<file path="config.mk">
export PLATFORM = sky130hd
export DESIGN_NAME = shift_rows_stream
export DESIGN_NICKNAME = d
export VERILOG_FILES = /design/src/rtl/aes_pkg.sv /design/src/rtl/shift_rows_core.sv /design/src/rtl/shift_rows_stream.sv
export SDC_FILE = /design/constraint.sdc
export NUM_CORES = 1
export LEC_CHECK = 0
export ABC_CLOCK_PERIOD_IN_PS = 12000
export BUFFER_PORTS_ARGS = -buffer_cell sky130_fd_sc_hd__buf_2
export CORE_MARGIN = 2
export CORE_UTILIZATION = 60
export CTS_CLUSTER_DIAMETER = 80
export DETAILED_ROUTE_END_ITERATION = 16
export PLACE_DENSITY = 0.82
export SYNTH_ARGS = -nofsm -noshare
export SYNTH_HDL_FRONTEND = slang
export SYNTH_HIERARCHICAL = 1
export SYNTH_SLANG_ARGS = --single-unit
</file>
<file path="constraint.sdc">
create_clock -name clk -period 12 [get_ports clk]
set_input_delay 1.2 -clock clk [delete_from_list [all_inputs] [get_ports clk]]
set_output_delay 1.2 -clock clk [all_outputs]
set_load 0.1 [all_outputs]
</file>
<file path="src/rtl/aes_pkg.sv">
// Shared AES datapath helpers: legal state sizes, state width, ShiftRows row
// offsets and the column-major byte index used by every stage.
package aes_pkg;

    function automatic bit nb_legal(input int nb);
        return (nb == 32'd4) || (nb == 32'd6) || (nb == 32'd8);
    endfunction

    function automatic int state_width(input int nb);
        return 32'd32 * nb;
    endfunction

    // Rijndael widens the offsets of rows 2 and 3 only for the 256-bit block.
    function automatic int shift_offset(input int nb, input int row);
        int off;
        case (row)
            32'd0:   off = 32'd0;
            32'd1:   off = 32'd1;
            32'd2:   off = (nb == 32'd8) ? 32'd3 : 32'd2;
            32'd3:   off = (nb == 32'd8) ? 32'd4 : 32'd3;
            default: off = 32'd0;
        endcase
        return off;
    endfunction

    function automatic int idx(input int r, input int c);
        return 32'd4 * c + r;
    endfunction

endpackage

</file>
<file path="src/rtl/shift_rows_core.sv">
// Combinational ShiftRows / InvShiftRows byte permutation for an NB-column state.
module shift_rows_core
    import aes_pkg::*;
#(
    parameter int NB = 4
) (
    input  logic                       inv,
    input  logic [state_width(NB)-1:0] state,
    output logic [state_width(NB)-1:0] result
);

    // Each output byte picks one of two fixed source bytes, so the permutation is pure wiring plus a 2:1 mux.
    for (genvar r = 0; r < 4; r++) begin : g_row
        for (genvar c = 0; c < NB; c++) begin : g_col
            localparam int OFF   = shift_offset(NB, r);
            localparam int SRC_F = (c + OFF) % NB;
            localparam int SRC_I = (c + NB - OFF) % NB;
            assign result[8*idx(r, c) +: 8] = inv ? state[8*idx(r, SRC_I) +: 8]
                                                  : state[8*idx(r, SRC_F) +: 8];
        end
    end

endmodule

</file>
<file path="src/rtl/shift_rows_stream.sv">
// Handshaked ShiftRows stage: permutes the accepted state and queues it, with its
// mode bit, in a 2-entry FIFO so the round pipeline can stall without loss.
module shift_rows_stream
    import aes_pkg::*;
#(
    parameter int NB = 4,
    parameter int W  = state_width(NB)
) (
    input  logic         clk,
    input  logic         rst_n,
    input  logic         in_valid,
    output logic         in_ready,
    input  logic         in_inv,
    input  logic [W-1:0] in_data,
    output logic         out_valid,
    input  logic         out_ready,
    output logic [W-1:0] out_data,
    output logic         out_inv,
    output logic [1:0]   occupancy
);

    if (!nb_legal(NB)) begin : g_bad_nb
        $error("shift_rows_stream: NB must be 4, 6 or 8");
    end

    logic [W-1:0] shifted_s;
    logic [W-1:0] data_r [2];
    logic [1:0]   inv_r;
    logic         head_r;
    logic         tail_r;
    logic [1:0]   count_r;
    logic         push_s;
    logic         pop_s;

    shift_rows_core #(.NB(NB)) u_core (
        .inv    (in_inv),
        .state  (in_data),
        .result (shifted_s)
    );

    assign in_ready  = rst_n && (count_r < 2'd2);
    assign out_valid = (count_r != 2'd0);
    assign out_data  = data_r[head_r];
    assign out_inv   = inv_r[head_r];
    assign occupancy = count_r;
    assign push_s    = in_valid && in_ready;
    assign pop_s     = out_valid && out_ready;

    // FIFO storage, pointers and count; reset also wipes the entries so out_data reads zero.
    always_ff @(posedge clk) begin
        if (!rst_n) begin
            data_r[0] <= '0;
            data_r[1] <= '0;
            inv_r     <= 2'b00;
            head_r    <= 1'b0;
            tail_r    <= 1'b0;
            count_r   <= 2'd0;
        end else begin
            if (push_s) begin
                data_r[tail_r] <= shifted_s;
                inv_r[tail_r]  <= in_inv;
                tail_r         <= ~tail_r;
            end
            if (pop_s) begin
                head_r <= ~head_r;
            end
            case ({push_s, pop_s})
                2'b10:   count_r <= count_r + 2'd1;
                2'b01:   count_r <= count_r - 2'd1;
                default: count_r <= count_r;
            endcase
        end
    end

endmodule

</file>
==> results.ini, run 1 <==
[route]
viasPerCell = 5.41
wire_per_inst_um = 18.1
vias = 7955
dr.pass1.iters = 4
ant_nets = 0
drt_iter0_markers = 482
drc_errors = 0
drt_wl_total_um = 26600

[sta]
finalCritPeriodShare_pct = 36.3
setup-tns-final_ns = 0
slew-limit-headroom_pct = 31.2
rsz0062_at_grt = false
period_minus_slack_ns = 4.36
fmax_mhz = 229
drv_slew = 0
final-hold-violation-count = 0
setup_ws_ns = 7.64
finalSetupViolCount = 0
final.setup_skew_ns = 0.0148
worst_pin_slew_ns = 1.03

[placement]
numPortBuffers = 265
hpwl_um = 15900
place_ws_ns = 8.22
gp_congestion = 0.760
dp_cells = 1415

[pwr]
switching_power_w = 0.00172
p_clk_share_pct = 22.6
p_per_area_nw_per_um2 = 252
p_leak_nw = 6.24
p_total_w = 0.00366
irDropWorstVdd_mv = 0.239
p_comb_share_pct = 44.1
p_int_w = 0.00194
p_seq_share_pct = 33.4
switching_share_pct = 47.0

[yosys]
ys.warnings.count = 6
ys_types = 28
synth_ff_type = edfxtp_1
synth_edf_count = 256
synth-async-reset-ratio_pct = 0
seq_area_frac_synth_pct = 60.2
netlist_instances = 996
syn_area_per_cell_um2 = 13.0
postSynthRegisterBits = 263
synth_fp_nets = 1130
netlist_area_um2 = 13000

[grt]
grt_max_degree = 89
grt_pass1_vias = 7778
overflow = 0
grt_usage_pct = 22.6
grt_pass1_wl_um = 40100
antenna_found_initial = 6

[cts]
cts_num_sinks = 263
tritoncts = built
cts_buffers = 28
postCtsSetupBuffers = 0
clk_pin_slew_ns = 0.06
cts_buffer_depth = 3
cts-resized-gates = 0
htreeDepth = 1
clk_latency_ns = 0.53
root_buffer = clkbuf_16
cts_hold_buf = 0

[critical_path]
worst_path_max_delay_cell = dfxtp_4
path_class = reg2out
arrival_ns = 3.16
crit_path_start_kind = flip-flop
crit_buf_inv = 2
cp_top_family = buffers and inverters
cp_cell_sequence = buf_4, mux2_2, buf_2
cp_max_fo = 65
cp.required_ns = 10.80
endpoint_kind = primary output
critPathMaxStageDelay_ns = 0.93

[die]
row_count = 53
core-area_um2 = 21200
dieHeight_um = 151
initial_core_util_pct = 61.4
die-area_um2 = 22900
pin_count = 266
die_w_um = 151

[final_layout]
drive_above_1_share_pct = 44.0
synthToLayoutAreaGrowth_pct = 11.9
finalNonFillerCells = 1471
nets = 1304
fin_util_pct = 68.7

[run]
cap_viol_max_count = 0

[min_path]
min_path_type = reg2reg

[status]
status = complete, no violations

-- tightest hold or removal path: cells and delay by family (launching register included) --
family / cells / cell delay (ns)
flops: 1 / 0.33
simple gates: 1 / 0.09
mux: 1 / 0.07
-- power by group through the flow --
stage                     Sequential (W)  Combinational (W)  Clock [W]
after floorplan                  0.00122            0.00146          0
after global placement           0.00124            0.00161          0
after detailed placement         0.00124            0.00162          0
after CTS                        0.00122            0.00162   0.000836
after global routing             0.00123            0.00167   0.000871
final                            0.00122            0.00161   0.000827
-- registers in the layout, summed over array words and instances (netlist names), named ones only --
| name | cells |
|---|---|
| tail_r | 1 |
| head_r | 1 |
| inv_r | 2 |
| data_r | 256 |
| occupancy | 2 |
-- path summary, 6_finish.rpt --
path	start	to	slack [ns]	depth (start not counted)
worst max-delay path	flip-flop	out_data[79]	7.64	3
worst min-delay path	inv_r[1]$_SDFFE_PN0P_	inv_r[1]$_SDFFE_PN0P_	0.52	2
worst max register to register	occupancy[1]$_SDFFE_PN0P_	data_r[0][114]$_SDFFCE_PN0P_	9.13	3
worst min register to register	inv_r[1]$_SDFFE_PN0P_	inv_r[1]$_SDFFE_PN0P_	0.52	2
-- Yosys cell counts, types with 3 or more instances --
cell type  instances  area share [%]
buf_4             90             5.2
nor2_1           246             7.1
edfxtp_1         256              59
nor2b_1            5            0.24
nand2_1          131             3.8
dfxtp_1            7             1.1
mux2_2           133              12
buf_2              6            0.23
xnor2_1            3            0.20
nor2_2            10            0.48
mux2_4            60             6.9
buf_6             25             2.2
buf_12             6            0.92
-- cells by family (layout without fill, tap and decap cells) --
family	count (synthesis)	after routing	synth area share (%)
xor gates and xnor gates	3	3	0.202
muxes	195	195	18.6
adders and majority gates	1	1	0.0963
AOI/OAI and AO/OA	5	5	0.250
DFF	263	263	60.2
buffers and inverters	129	325	8.58
other	0	4	0
and+or+nand+nor	400	400	12.0
-- cell usage in the layout, fill, tap and decap left out, types with 5 or more instances in the layout --
cell	n
edfxtp_1	256
nor2b_1	5
clkbuf_16	29
nor2_2	10
buf_4	8
nand2_1	129
clkinv_1	6
buf_2	264
dfxtp_1	6
mux2_2	133
mux2_4	60
clkinv_2	9
nor2_1	246
-- final cells by class --
type,instances,area (um2)
clock buffers,33,741
diodes,4,10.0
clock inverters,19,144
well taps,275,344
fillers,1511,6620
multi-input cells,604,4080
repair buffers,272,1380
inverters,1,3.75
flip-flops and latches,263,7830
-- stage by stage --
step           instance area, um2  hold WS [ns]
3_3_place_gp                13600         0.499
5_1_grt                     14500         0.558
6_report                    14500         0.523
2_1_floorplan               13000         0.480
3_5_place_dp                13600         0.513
4_1_cts                     14500         0.527
-- layer usage --
layer,up-vias,track usage (%),routed length (um)
met5,-,0,27
met4,4,5.89,558
met3,46,6.14,2470
met2,319,37.7,13200
met1,3862,29.7,10400
li1,3724,-,-
Note: power is estimated with default switching activity, not from simulation.
==> run 2: changes to the inputs <==
--- a/config.mk
+++ b/config.mk
@@ -5,13 +5,13 @@
 export SDC_FILE = /design/constraint.sdc
 export NUM_CORES = 1
 export LEC_CHECK = 0
-export ABC_CLOCK_PERIOD_IN_PS = 12000
+export ABC_CLOCK_PERIOD_IN_PS = 4000
 export BUFFER_PORTS_ARGS = -buffer_cell sky130_fd_sc_hd__buf_2
 export CORE_MARGIN = 2
-export CORE_UTILIZATION = 60
+export CORE_UTILIZATION = 50
 export CTS_CLUSTER_DIAMETER = 80
 export DETAILED_ROUTE_END_ITERATION = 16
-export PLACE_DENSITY = 0.82
+export PLACE_DENSITY = 0.73
 export SYNTH_ARGS = -nofsm -noshare
 export SYNTH_HDL_FRONTEND = slang
 export SYNTH_HIERARCHICAL = 1
==> constraint.sdc (replaced) <==
create_clock -name clk -period 4 [get_ports clk]
set_input_delay 0.4 -clock clk [delete_from_list [all_inputs] [get_ports clk]]
set_output_delay 0.4 -clock clk [all_outputs]
set_load 0.1 [all_outputs]
==> run 2 against run 1 <==
  * First-iteration DRC count up 19%
  * Wire length up 4.2%
  * Sequential cell count unchanged
==> results.ini, run 2 (same netlist as run 1, synthesis figures left out) <==
[grt]
antenna_found_initial = 3
grt_usage_pct = 19.7
grt_max_degree = 129
grt_pass1_vias = 8036
grt_pass1_wl_um = 41800
overflow = 0

[final_layout]
largest_register_ffs = 256
seqCellArea_um2 = 7830
registers.top_by_ff_count = data_r
design_area_um2 = 14700
nets = 1308
synthToLayoutAreaGrowth_pct = 13.2
multi_input_area_um2 = 4100
drive_above_1_share_pct = 43.7
mostFrequentLayoutCells = buf_2, edfxtp_1, nor2_1
layout_commonest_cell = buf_2
fillers = 2131
finalNonFillerCells = 1532

[die]
dieHeight_um = 165
row_count = 59
initial_core_util_pct = 50.4
pin_count = 266
core-area_um2 = 25800
die_w_um = 165
die-area_um2 = 27300

[min_path]
holdPathStages = 3
min-delay-start = in_data[67]
min_path_type = in2reg
worst_hold_path.endpoint = data_r[0][67]$_SDFFCE_PN0P_

[placement]
hpwl_um = 16800
gp_congestion = 0.781
dp_cells = 1479
placed_area_um2 = 13800
numPortBuffers = 265

[run]
cap_viol_max_count = 0

[cts]
cts-resized-gates = 0
postCtsSetupBuffers = 0
cts_hold_buf = 0
cts_buffer_depth = 3
clk_pin_slew_ns = 0.06
htreeDepth = 1
tritoncts = built
cts_num_sinks = 263
cts_buffers = 28
clk_latency_ns = 0.53
root_buffer = clkbuf_16

[pwr]
p_per_area_nw_per_um2 = 754
irDropWorstVdd_mv = 0.509
p_leak_nw = 6.28

[sta]
finalSetupViolCount = 0
fmax_mhz = 357
drv_slew = 0
final-hold-violation-count = 0
period_minus_slack_ns = 2.80
finalCritPeriodShare_pct = 70.0
setup-tns-final_ns = 0
slew-limit-headroom_pct = 25.3
rsz0062_at_grt = false
worst_pin_slew_ns = 1.12
final.setup_skew_ns = 0.00668

[route]
drt_iter0_markers = 575
drt_wl_total_um = 27800
wire_per_inst_um = 18.1
drc_errors = 0
dr.pass1.iters = 5
ant_nets = 0
viasPerCell = 5.20
vias = 7961

[critical_path]
r2r_start = occupancy[1]$_SDFFE_PN0P_
timing.rr.end = data_r[0][41]$_SDFFCE_PN0P_
path_class = reg2out
rr_worst_depth = 2
crit_path_start_kind = flip-flop
ff2ff_setup_slack_ns = 1.76
arrival_ns = 2.40
cp_max_fo = 37
cp.required_ns = 3.60
endpoint_kind = primary output

[status]
status = complete, no violations

## run 2: changes by cell type in the layout (fill, tap and decap cells not counted)
cell        change
buf_12          +4
clkbuf_1        +2
clkinv_2        -6
nand2_8         +2
nand2_4         -2
clkinvlp_4      -1
clkinv_1        +2
bufinv_16       +1
diode_2         -1
## run 2: per-stage QoR
step	util (%)	hold WS, ns	worst slack [ns]	power, W
final	57.1	0.182	1.20	0.0111
after global routing	57.1	0.164	1.10	0.0115
after CTS	57.1	0.162	1.15	0.0112
after detailed placement	53.6	0.512	1.73	0.00865
after global placement	53.6	0.502	1.74	0.00862
after floorplan	-	0.480	0.756	0.00803
## run 2: layout make-up
type / count / area share (%)
diodes: 3 / 0.0510
clock buffers: 35 / 5.09
clock inverters: 15 / 0.978
inverters: 1 / 0.0255
multi-input cells: 604 / 27.9
flip-flops and latches: 263 / 53.2
well taps: 335 / 2.85
repair buffers: 276 / 9.93
## run 2: how the worst max path moves through the flow
| stage | from | to | slack, ns | cells after the start |
|---|---|---|---|---|
| finish | flip-flop | out_data[33] | 1.20 | 3 |
| global route | flip-flop | out_data[33] | 1.10 | 3 |
| CTS | flip-flop | out_data[33] | 1.15 | 3 |
| detailed placement | flip-flop | out_data[33] | 1.73 | 3 |
| global placement | in_valid | data_r[0][22]$_SDFFCE_PN0P_ | 1.74 | 3 |
| floorplan | occupancy[1]$_SDFFE_PN0P_ | occupancy[1]$_SDFFE_PN0P_ | 0.76 | 5 |
## run 2: where the power goes
part	total, W	internal (W)	switching (W)
clock network	0.00253	0.00151	0.00102
logic	0.00494	0.000933	0.00401
registers	0.00362	0.00347	0.000158
total	0.0111	0.00591	0.00519
## run 2: metal layers
layer | global-route usage, % | share of wire (%)
met5 | 0 | 0.040
met4 | 5.73 | 2.1
met3 | 5.74 | 9.4
met2 | 33.2 | 48
met1 | 24.7 | 40
## run 2: critical path: stages (launching register included)
cell	delay, ns
dfxtp_4	0.72
buf_4	0.43
mux2_2	0.39
buf_2	0.30
==> run 3: changes to the inputs <==
--- a/config.mk
+++ b/config.mk
@@ -5,13 +5,14 @@
 export SDC_FILE = /design/constraint.sdc
 export NUM_CORES = 1
 export LEC_CHECK = 0
-export ABC_CLOCK_PERIOD_IN_PS = 4000
+export ABC_AREA = 1
+export ABC_CLOCK_PERIOD_IN_PS = 2600
 export BUFFER_PORTS_ARGS = -buffer_cell sky130_fd_sc_hd__buf_2
 export CORE_MARGIN = 2
-export CORE_UTILIZATION = 50
+export CORE_UTILIZATION = 56
 export CTS_CLUSTER_DIAMETER = 80
 export DETAILED_ROUTE_END_ITERATION = 16
-export PLACE_DENSITY = 0.73
+export PLACE_DENSITY = 0.77
 export SYNTH_ARGS = -nofsm -noshare
 export SYNTH_HDL_FRONTEND = slang
 export SYNTH_HIERARCHICAL = 1
==> constraint.sdc (replaced) <==
create_clock -name clk -period 2.6 [get_ports clk]
set_input_delay 0.26 -clock clk [delete_from_list [all_inputs] [get_ports clk]]
set_output_delay 0.26 -clock clk [all_outputs]
set_load 0.1 [all_outputs]
==> run 3 against run 2 <==
  * Area after synthesis is 3.1% higher
  * Worst hold slack got worse by 0.15 ns
  * Cell count increased by 9.1%
  * Clock skew is 0.0022 ns higher
  * Global-route usage increased by 2.1 points
  * Power up 21%
  * Clock power grew 67%
  * Register-to-register slack got worse by 1.1 ns
==> results.ini, run 3 <==
[sta]
finalCritPeriodShare_pct = 93.8
hold_slack_ns = 0.0353
rsz0062_at_grt = false
slew-limit-headroom_pct = 46.7
final.setup_skew_ns = 0.00889
worst_pin_slew_ns = 0.800
finalSetupViolCount = 0
final-hold-violation-count = 0
fmax_mhz = 410
drv_slew = 0
period_minus_slack_ns = 2.44
setup-tns-final_ns = 0

[route]
dr.pass1.iters = 5
drt_wl_total_um = 27700
ant_nets = 0
wire_per_inst_um = 16.6
vias = 8134
drc_errors = 0
drt_iter0_markers = 476
viasPerCell = 4.87

[final_layout]
nets = 1458
drive_above_1_share_pct = 41.9
finalNonFillerCells = 1671
mostFrequentLayoutCells = buf_2, edfxtp_1, nand2_1
synthToLayoutAreaGrowth_pct = 15.2
layout_commonest_cell = buf_2
largest_register_ffs = 256
registers.top_by_ff_count = data_r

[die]
initial_core_util_pct = 57.1
die-area_um2 = 25200
pin_count = 266
die_w_um = 159
row_count = 56
dieHeight_um = 159
core-area_um2 = 23500

[cts]
cts_hold_buf = 0
cts_num_sinks = 263
cts-resized-gates = 0
clk_latency_ns = 0.53
cts_buffer_depth = 3
tritoncts = built
clk_pin_slew_ns = 0.06
root_buffer = clkbuf_16
postCtsSetupBuffers = 0
cts_buffers = 28
htreeDepth = 1

[grt]
antenna_found_initial = 8
overflow = 0
grt_usage_pct = 21.8
grt_max_degree = 131
grt_pass1_vias = 8104
grt_pass1_wl_um = 42400

[critical_path]
path_class = reg2out
worst_path_max_delay_cell = dfxtp_4
cp_max_fo = 22
arrival_ns = 2.18
cp.required_ns = 2.34
r2r_start = occupancy[1]$_SDFFE_PN0P_
critPathMaxStageDelay_ns = 0.56
endpoint_kind = primary output
cp_cell_sequence = buf_4, mux2_2, buf_2
crit_path_start_kind = flip-flop

[min_path]
min_path_type = in2reg
min-delay-start = in_data[51]

[yosys]
synth_edf_count = 256
seq_area_frac_synth_pct = 58.4
ys_types = 21
synth_most_common_cell = edfxtp_1
netlist_instances = 1131
synth-async-reset-ratio_pct = 0
syn_area_per_cell_um2 = 11.8
synth_fp_nets = 1265
synth_ff_type = edfxtp_1
yosys.area.top_type_share_pct = 57.4
ys.warnings.count = 6
netlist_area_um2 = 13400
synth_area_leaders = edfxtp_1, mux2_2, nor2_4
yosys.area.top_type = edfxtp_1
synthTopCellsByCount = edfxtp_1, nand2_1, nor2_1, inv_1, mux2_2
postSynthRegisterBits = 263

[status]
status = complete, no violations

[placement]
numPortBuffers = 265
dp_cells = 1613
gp_congestion = 0.862
hpwl_um = 17800

[pwr]
irDropWorstVdd_mv = 0.742
p_total_w = 0.0135
p_per_area_nw_per_um2 = 873
p_leak_nw = 6.92

[run]
cap_viol_max_count = 0

## run 3: changes by cell type in the layout (fill, tap and decap cells not counted), sizes merged, moves of 3 or more
cell / delta
mux2: -65
nand2: +73
xnor2: -3
nor2b: -5
buf: +7
inv: +137
clkbuf: -4
nor2: +12
diode: +5
a21oi: +3
bufinv: +3
## run 3: path summary, 6_finish.rpt
path	endpoint	slack [ns]	cells after the start
worst max register to register	data_r[1][43]$_SDFFCE_PN0P_	0.68	4
worst min register to register	inv_r[0]$_SDFFE_PN0P_	0.49	2
worst max-delay path	out_data[94]	0.16	3
worst min-delay path	data_r[0][115]$_SDFFCE_PN0P_	0.04	3
## run 3: power breakdown
part	switching [W]	internal, W	leakage (nW)
Sequential	0.000100	0.00501	2.74
Clock	0.00162	0.00261	0.480
Combinational	0.00333	0.000804	3.71
## run 3: layout make-up
type,count,area [um2]
clock inverters,19,241
diodes,8,20.0
repair buffers,283,1600
fillers,1813,8040
flip-flops and latches,263,7830
well taps,319,399
clock buffers,31,733
multi-input cells,610,4080
inverters,138,526
## run 3: worst max-delay path: cells and delay by family, from the launching register on
kind / cells / cell delay [ns]
buffers and inverters: 2 / 0.68
DFF: 1 / 0.56
muxes: 1 / 0.39
## run 3: cells by family (layout without fill, tap and decap cells)
logic type / after synthesis / count (layout) / share of synthesized area (%)
and+or+nand+nor: 476 / 476 / 19.1
muxes: 128 / 128 / 10.8
buffers and inverters: 258 / 471 / 11.4
adders and majority gates: 1 / 1 / 0.0934
AOI/OAI and AO/OA: 5 / 5 / 0.205
DFF: 263 / 263 / 58.4
other: 0 / 8 / 0
## run 3: through the flow
stage | utilization [%] | cell area [um2] | setup WS (ns)
after floorplan | - | 13400 | 0.159
after global placement | 61.5 | 14400 | 0.519
after detailed placement | 61.5 | 14400 | 0.470
after CTS | 65.7 | 15400 | 0.105
after global routing | 65.7 | 15400 | 0.0810
final | 65.7 | 15400 | 0.161
## run 3: routing by layer
layer | up-vias | track usage (%) | wire [um]
met4 | 2 | 6.95 | 762
met3 | 52 | 5.47 | 1960
met5 | - | 0 | 7
met1 | 3849 | 27.8 | 11300
li1 | 3993 | - | -
met2 | 238 | 36.6 | 13600
